<file path="config.mk">
export PLATFORM = sky130hd
export DESIGN_NAME = regfile_mp
export DESIGN_NICKNAME = d
export VERILOG_FILES = /design/src/rtl/regfile_mp.sv
export SDC_FILE = /design/constraint.sdc
export NUM_CORES = 2
export LEC_CHECK = 0
export CORE_ASPECT_RATIO = 1.25
export CORE_MARGIN = 4
export CORE_UTILIZATION = 30
export DETAILED_ROUTE_END_ITERATION = 8
export GPL_TIMING_DRIVEN = 0
export MAX_ROUTING_LAYER = met4
export PLACE_DENSITY = 0.52
export SETUP_SLACK_MARGIN = 0.3
export SYNTH_ARGS = -nofsm -noshare
export SYNTH_HDL_FRONTEND = slang
export SYNTH_SLANG_ARGS = --single-unit
</file>
<file path="constraint.sdc">
create_clock -name clk -period 5.65 [get_ports clk]
set_input_delay 0.565 -clock clk [delete_from_list [all_inputs] [get_ports clk]]
set_output_delay 0.565 -clock clk [all_outputs]
set_load 0.02 [all_outputs]
</file>
<file path="src/rtl/regfile_mp.sv">
// Multi-ported register file: two combinational read ports, two write ports,
// a per-register pending (scoreboard) bit, and a self-clearing init sequence.
module regfile_mp #(
  parameter int unsigned XLEN        = 32,
  parameter int unsigned NREG        = 32,
  parameter int unsigned BYPASS      = 1,
  parameter int unsigned debug_param = 0
) (
  input  logic                      clk,
  input  logic                      reset_n,
  input  logic [$clog2(NREG)-1:0]   rd_addr_a,
  input  logic [$clog2(NREG)-1:0]   rd_addr_b,
  output logic [XLEN-1:0]           rd_data_a,
  output logic [XLEN-1:0]           rd_data_b,
  output logic                      rd_busy_a,
  output logic                      rd_busy_b,
  input  logic                      wr0_en,
  input  logic [$clog2(NREG)-1:0]   wr0_addr,
  input  logic [XLEN-1:0]           wr0_data,
  input  logic                      wr1_en,
  input  logic [$clog2(NREG)-1:0]   wr1_addr,
  input  logic [XLEN-1:0]           wr1_data,
  input  logic                      sb_set_en,
  input  logic [$clog2(NREG)-1:0]   sb_set_addr,
  output logic                      init_done
);

  localparam int unsigned AW = $clog2(NREG);

  typedef enum logic {ST_INIT, ST_RUN} state_e;

  state_e          state_q, state_d;
  logic [AW-1:0]   init_cnt_q, init_cnt_d;
  logic            init_done_q, init_done_d;
  logic [XLEN-1:0] regs_q [NREG];
  logic [XLEN-1:0] regs_d [NREG];
  logic [NREG-1:0] pend_q, pend_d;

  logic            run;
  logic            wr0_ok, wr1_ok, sb_ok;
  logic [AW-1:0]   raddr [2];
  logic [XLEN-1:0] rdata [2];
  logic            rbusy [2];

  // Index 0 is hardwired to zero and indices past NREG do not exist.
  function automatic logic addr_ok(input logic [AW-1:0] a);
    return (a != '0) && (32'(a) < NREG);
  endfunction

  assign run    = (state_q == ST_RUN);
  assign wr0_ok = run && wr0_en && addr_ok(wr0_addr);
  assign wr1_ok = run && wr1_en && addr_ok(wr1_addr);
  assign sb_ok  = run && sb_set_en && addr_ok(sb_set_addr);

  // Clear sequence walks every entry once, then the FSM parks in RUN.
  always_comb begin
    state_d    = state_q;
    init_cnt_d = init_cnt_q;
    case (state_q)
      ST_INIT: begin
        init_cnt_d = init_cnt_q + AW'(1);
        if (32'(init_cnt_q) == NREG - 1) begin
          state_d    = ST_RUN;
          init_cnt_d = '0;
        end
      end
      ST_RUN:  state_d = ST_RUN;
      default: state_d = ST_INIT;
    endcase
    init_done_d = (state_d == ST_RUN);
  end

  // Port 1 is applied last so it wins a same-address collision.
  always_comb begin
    regs_d = regs_q;
    if (!run) regs_d[init_cnt_q] = '0;
    if (wr0_ok) regs_d[wr0_addr] = wr0_data;
    if (wr1_ok) regs_d[wr1_addr] = wr1_data;
  end

  // A new producer issued in the same cycle as a writeback keeps the bit set.
  always_comb begin
    pend_d = pend_q;
    if (wr0_ok) pend_d[wr0_addr] = 1'b0;
    if (wr1_ok) pend_d[wr1_addr] = 1'b0;
    if (sb_ok)  pend_d[sb_set_addr] = 1'b1;
  end

  assign raddr[0] = rd_addr_a;
  assign raddr[1] = rd_addr_b;

  always_comb begin
    for (int p = 0; p < 2; p++) begin
      logic hit0, hit1;
      rdata[p] = '0;
      rbusy[p] = 1'b0;
      hit0     = (BYPASS != 0) && wr0_ok && (wr0_addr == raddr[p]);
      hit1     = (BYPASS != 0) && wr1_ok && (wr1_addr == raddr[p]);
      if (run && addr_ok(raddr[p])) begin
        rdata[p] = hit1 ? wr1_data : (hit0 ? wr0_data : regs_q[raddr[p]]);
        rbusy[p] = pend_q[raddr[p]] && !(hit0 || hit1);
      end
    end
  end

  assign rd_data_a = rdata[0];
  assign rd_data_b = rdata[1];
  assign rd_busy_a = rbusy[0];
  assign rd_busy_b = rbusy[1];
  assign init_done = init_done_q;

  // Register contents hold during reset; the clear sequence wipes them afterwards.
  always_ff @(posedge clk) begin
    if (!reset_n) begin
      state_q     <= ST_INIT;
      init_cnt_q  <= '0;
      init_done_q <= 1'b0;
      pend_q      <= '0;
    end else begin
      state_q     <= state_d;
      init_cnt_q  <= init_cnt_d;
      init_done_q <= init_done_d;
      pend_q      <= pend_d;
      regs_q      <= regs_d;
    end
  end

`ifndef SYNTHESIS
  if (debug_param != 0) begin : g_dump
    always @(negedge clk) begin
      for (int i = 0; i < int'(NREG); i++) begin
        if (regs_q[i] != '0)
          $display("regfile_mp x%0d = 0x%h (%0d)", i, regs_q[i], $signed(regs_q[i]));
      end
    end
  end
`endif

endmodule
</file>
==> impl_metrics.csv <==
group,metric,value,unit
timing,hold-worst-slack,215,ps
synth,synth.yosys.warnings,0,
synth,syn_avg_cell_area,9.98,um^2
worst_setup_path,worst_r2r_startpoint,"init_done",
synth,count_of_flip_flops_with_a_built_in_enable_after_synthesis,1024,
drt,route.detailed.vias_per_inst,6.78,
floorplanning,rows,203,
power,power_leakage,27.6,nW
synth,syn-num-nets,7530,
global_routing,vias_in_the_first_global_route,69322,
power,power.total,22.0,mW
min_path,hold-path-endpoint,"regs_q[924]",
worst_setup_path,regToRegSetupSlack,1100,ps
synth,synthTopCellsByArea,"sky130_fd_sc_hd__edfxtp_1 41%, sky130_fd_sc_hd__mux4_2 19%, sky130_fd_sc_hd__and3_1 7.5%, sky130_fd_sc_hd__a21oi_1 6.2%, sky130_fd_sc_hd__o21ai_0 6.1%",
global_routing,grt_overflow,0,
timing,timing_max_transition_violations_final,122,
floorplanning,floorplan.initialDensity,30.2,%
drt,drtAntennaViolNets,0,
timing,unrepaired_setup_endpoints_after_global_routing,"true",
synth,netlist.top_cell.by_area,"sky130_fd_sc_hd__edfxtp_1",
worst_setup_path,cp_top_family,"buffers and inverters",
layout,ratio_of_cells_with_drive_above_1_in_the_final_layout,14.2,%
floorplanning,io_pins,161,
drt,drt_pre_antenna_iters,9,
worst_setup_path,rr_endpoint,"regs_q[22]",
floorplanning,core_region_area,245000,um^2
timing,hold_viol_final,0,
min_path,hold_path.startpoint,"wr1_data[28]",
synth,synthesized_instance_count,7431,
timing,report.final.setup_viol,0,
timing,timing_worst_slew_pin_value,1730,ps
clock_network,numClockSinks,1062,
floorplanning,die_height,564,um
synth,dominantRegCellSynth,"sky130_fd_sc_hd__edfxtp_1",
drt,detail_route.iter0.violations,16397,
timing,final.setup.tns,0,ps
power,vdd.ir_drop.worst,0.189,mV
clock_network,clk_root_buffer_cell,"sky130_fd_sc_hd__clkbuf_16",
clock_network,cts_tree,"yes",
worst_setup_path,critPathBufInv,5,
outcome,outcome,"complete, but fails checks",
worst_setup_path,timing.critical_path.mode_cell,"sky130_fd_sc_hd__buf_2",
layout,area.growth.synth_to_final,14.0,%
clock_network,tritoncts.num_buffers,138,
placement,finalWeightedCongestion,1.10,
placement,port_buffers,77,
drt,wl_per_cell,41.8,um
layout,finalNonFillerCells,11169,
synth,synthesis.area,74200,um^2
clock_network,worst_setup_hold_path_clk_slew,60,ps
worst_setup_path,peak_fanout_along_the_critical_path,10,
worst_setup_path,cp_slowest_stage_delay,1110,ps
power,power_density,260,nW/um^2
layout,nets_final,7784,
timing,finalClockSkew,74.6,ps
synth,synth_cell_types,55,
timing,max-slew-margin-rel,-15.9,%
min_path,min_path_type,"primary input to register",
floorplanning,fp.dieW,453,um
worst_setup_path,data_required_time_of_the_worst_path,5090,ps
clock_network,clock_h_tree_levels,4,
synth,synth-seq-cells,1062,
synth,yosysSeqAreaShare,42.5,%
timing,fmax,0.179,GHz
global_routing,wire_length_of_the_first_global_routing_pass,617000,um
worst_setup_path,timing.critical_path.slowest_stage_cell,"sky130_fd_sc_hd__clkbuf_1",
outcome,violations,"capacitance limit, slew limit",
worst_setup_path,critical_path.cell_chain,"buf_2, buf_2, buf_2, clkbuf_1, mux4_2, nand2b_1, nand3_1, clkdlybuf4s50_1",
clock_network,clock_path_buffers,4,
worst_setup_path,arrival,5030,ps
drt,num_vias,75757,
min_path,worstHoldPathCells,3,
placement,dp.cells,10820,
synth,synth_top_area_share,41.5,%
worst_setup_path,ff2ff_path_depth,7,
flow_run,drv_cap,14,
worst_setup_path,worst-setup-path-type,"primary input to output port",
worst_setup_path,startpoint_type,"primary input",
floorplanning,die_footprint,255000,um^2
drt,route.detailed.drc,0,
clock_network,clk_latency,930,ps
synth,synthArstFlopShare,0,%
global_routing,grt_max_degree,170,
timing,finalCritPeriodShare,99.0,%
global_routing,grt_usage,36.3,%
timing,timing.final.crit_period,5590,ps
global_routing,grt_antenna_before_repair,85,
worst_setup_path,crit_path_end_kind,"output port",
placement,place_hpwl,344000,um
layout,utilization,34.5,%
drt,routed_wl,466000,um
## how the worst max path moves through the flow
stage,start,to,slack [ps],cells after the start
floorplan,rd_addr_b[0],rd_data_b[10],2360,7
global placement,reset_n,regs_q[102],-35490,1
detailed placement,rd_addr_b[0],rd_data_b[11],-790,11
CTS,rd_addr_a[0],rd_data_a[13],240,10
global route,rd_addr_b[0],rd_data_b[11],240,8
finish,rd_addr_b[1],rd_data_b[21],60,8
## Yosys cell counts (5+ instances only)
library cell / number
sky130_fd_sc_hd__nand2_1: 1079
sky130_fd_sc_hd__a32oi_1: 7
sky130_fd_sc_hd__and2_1: 37
sky130_fd_sc_hd__a211o_1: 32
sky130_fd_sc_hd__a21oi_1: 917
sky130_fd_sc_hd__a31oi_1: 141
sky130_fd_sc_hd__a211oi_1: 34
sky130_fd_sc_hd__mux2i_1: 48
sky130_fd_sc_hd__nor3b_1: 8
sky130_fd_sc_hd__nor3_1: 15
sky130_fd_sc_hd__xor2_1: 6
sky130_fd_sc_hd__buf_6: 9
sky130_fd_sc_hd__nand4_1: 5
sky130_fd_sc_hd__a21boi_0: 14
sky130_fd_sc_hd__a22oi_1: 40
sky130_fd_sc_hd__o211ai_1: 11
sky130_fd_sc_hd__and3_1: 886
sky130_fd_sc_hd__buf_1: 52
sky130_fd_sc_hd__ha_1: 5
sky130_fd_sc_hd__buf_2: 62
sky130_fd_sc_hd__edfxtp_1: 1024
sky130_fd_sc_hd__nand3_1: 147
sky130_fd_sc_hd__mux4_2: 624
sky130_fd_sc_hd__nor2_1: 223
sky130_fd_sc_hd__buf_4: 18
sky130_fd_sc_hd__o21ai_1: 6
sky130_fd_sc_hd__o21ai_0: 897
sky130_fd_sc_hd__xnor2_1: 14
sky130_fd_sc_hd__inv_1: 5
sky130_fd_sc_hd__dfxtp_1: 38
sky130_fd_sc_hd__nor2b_1: 90
sky130_fd_sc_hd__clkbuf_1: 789
sky130_fd_sc_hd__clkbuf_2: 42
sky130_fd_sc_hd__nand2b_1: 66
## worst reg2reg max path, stage by stage, from the launching register on
cell and delay (ps):
sky130_fd_sc_hd__dfxtp_1 330, sky130_fd_sc_hd__buf_2 230, sky130_fd_sc_hd__and3_1 250, sky130_fd_sc_hd__nand3_1 460, sky130_fd_sc_hd__nor2_1 270, sky130_fd_sc_hd__clkbuf_1 1140, sky130_fd_sc_hd__clkbuf_1 1220, sky130_fd_sc_hd__o21ai_0 340
## stage by stage
stage               setup slack (ps)  cell area (um^2)
finish                          55.1             84500
detailed placement              -791             79700
global placement              -35490             79000
floorplan                       2360             74200
global route                     242             84500
CTS                              244             84100
## cell usage in the layout (no fill, tap or decap), types with 76 or more instances in the layout
cell type,Yosys,routed
sky130_fd_sc_hd__nor2b_1,90,90
sky130_fd_sc_hd__o21ai_0,897,896
sky130_fd_sc_hd__a21oi_1,917,917
sky130_fd_sc_hd__clkdlybuf4s50_1,0,76
sky130_fd_sc_hd__diode_2,0,108
sky130_fd_sc_hd__nor2_1,223,203
sky130_fd_sc_hd__clkbuf_2,42,88
sky130_fd_sc_hd__and3_1,886,886
sky130_fd_sc_hd__clkbuf_1,789,762
sky130_fd_sc_hd__mux4_2,624,624
sky130_fd_sc_hd__nand3_1,147,147
sky130_fd_sc_hd__clkbuf_16,0,138
sky130_fd_sc_hd__edfxtp_1,1024,1024
sky130_fd_sc_hd__a31oi_1,141,122
sky130_fd_sc_hd__nand2_1,1079,1078
## kinds of logic after synthesis
family	count (synthesis)	share of synthesized area [%]
AOI/OAI and AO/OA	2108	15.1
xor gates and xnor gates	20	0.236
adders and majority gates	5	0.0844
buffers and inverters	977	5.30
DFF	1062	42.5
muxes	673	19.6
and+or+nand+nor	2586	17.2
## sequential cells by signal, indices dropped and copies added (netlist names)
signal      count
regs_q       1024
pend_q         32
init_cnt_q      5
init_done       1
## area by class of cell
cell class                      instances  area (um^2)
Sequential cell                      1062        31500
Antenna cell                          108          270
Fill cell                           25052       161000
Multi-Input combinational cell       5392        39000
Inverter                                5         18.8
Clock buffer                          168         3590
Buffer                                972         4110
Timing Repair Buffer                  114         1430
Tap cell                             3280         4100
Clock inverter                         68          470
## per-layer routing
layer | share of wire [%] | vias up | wire length (um) | track usage (%)
met2 | 41 | 7674 | 191000 | 50.0
met3 | 15 | 2138 | 68100 | 14.8
li1 | - | 28699 | - | -
met4 | 13 | 0 | 60000 | 35.0
met5 | 0 | - | 0 | -
met1 | 32 | 37246 | 147000 | 38.9
## report_power, final
| part | leakage, nW | internal, mW | switching (mW) | total, mW |
|---|---|---|---|---|
| Clock | 1.99 | 4.74 | 4.02 | 8.76 |
| Combinational | 15.2 | 1.36 | 2.27 | 3.63 |
| Sequential | 10.4 | 9.21 | 0.370 | 9.58 |
## timing repair
item / in CTS / in global routing
hold buffers: 0 / 0
endpoints found under the setup margin: 66 / 51
buffers inserted: 0 / 0
gates cloned: 0 / 0
resized for setup: 90 / 42
(Power assumes the default switching activity.)
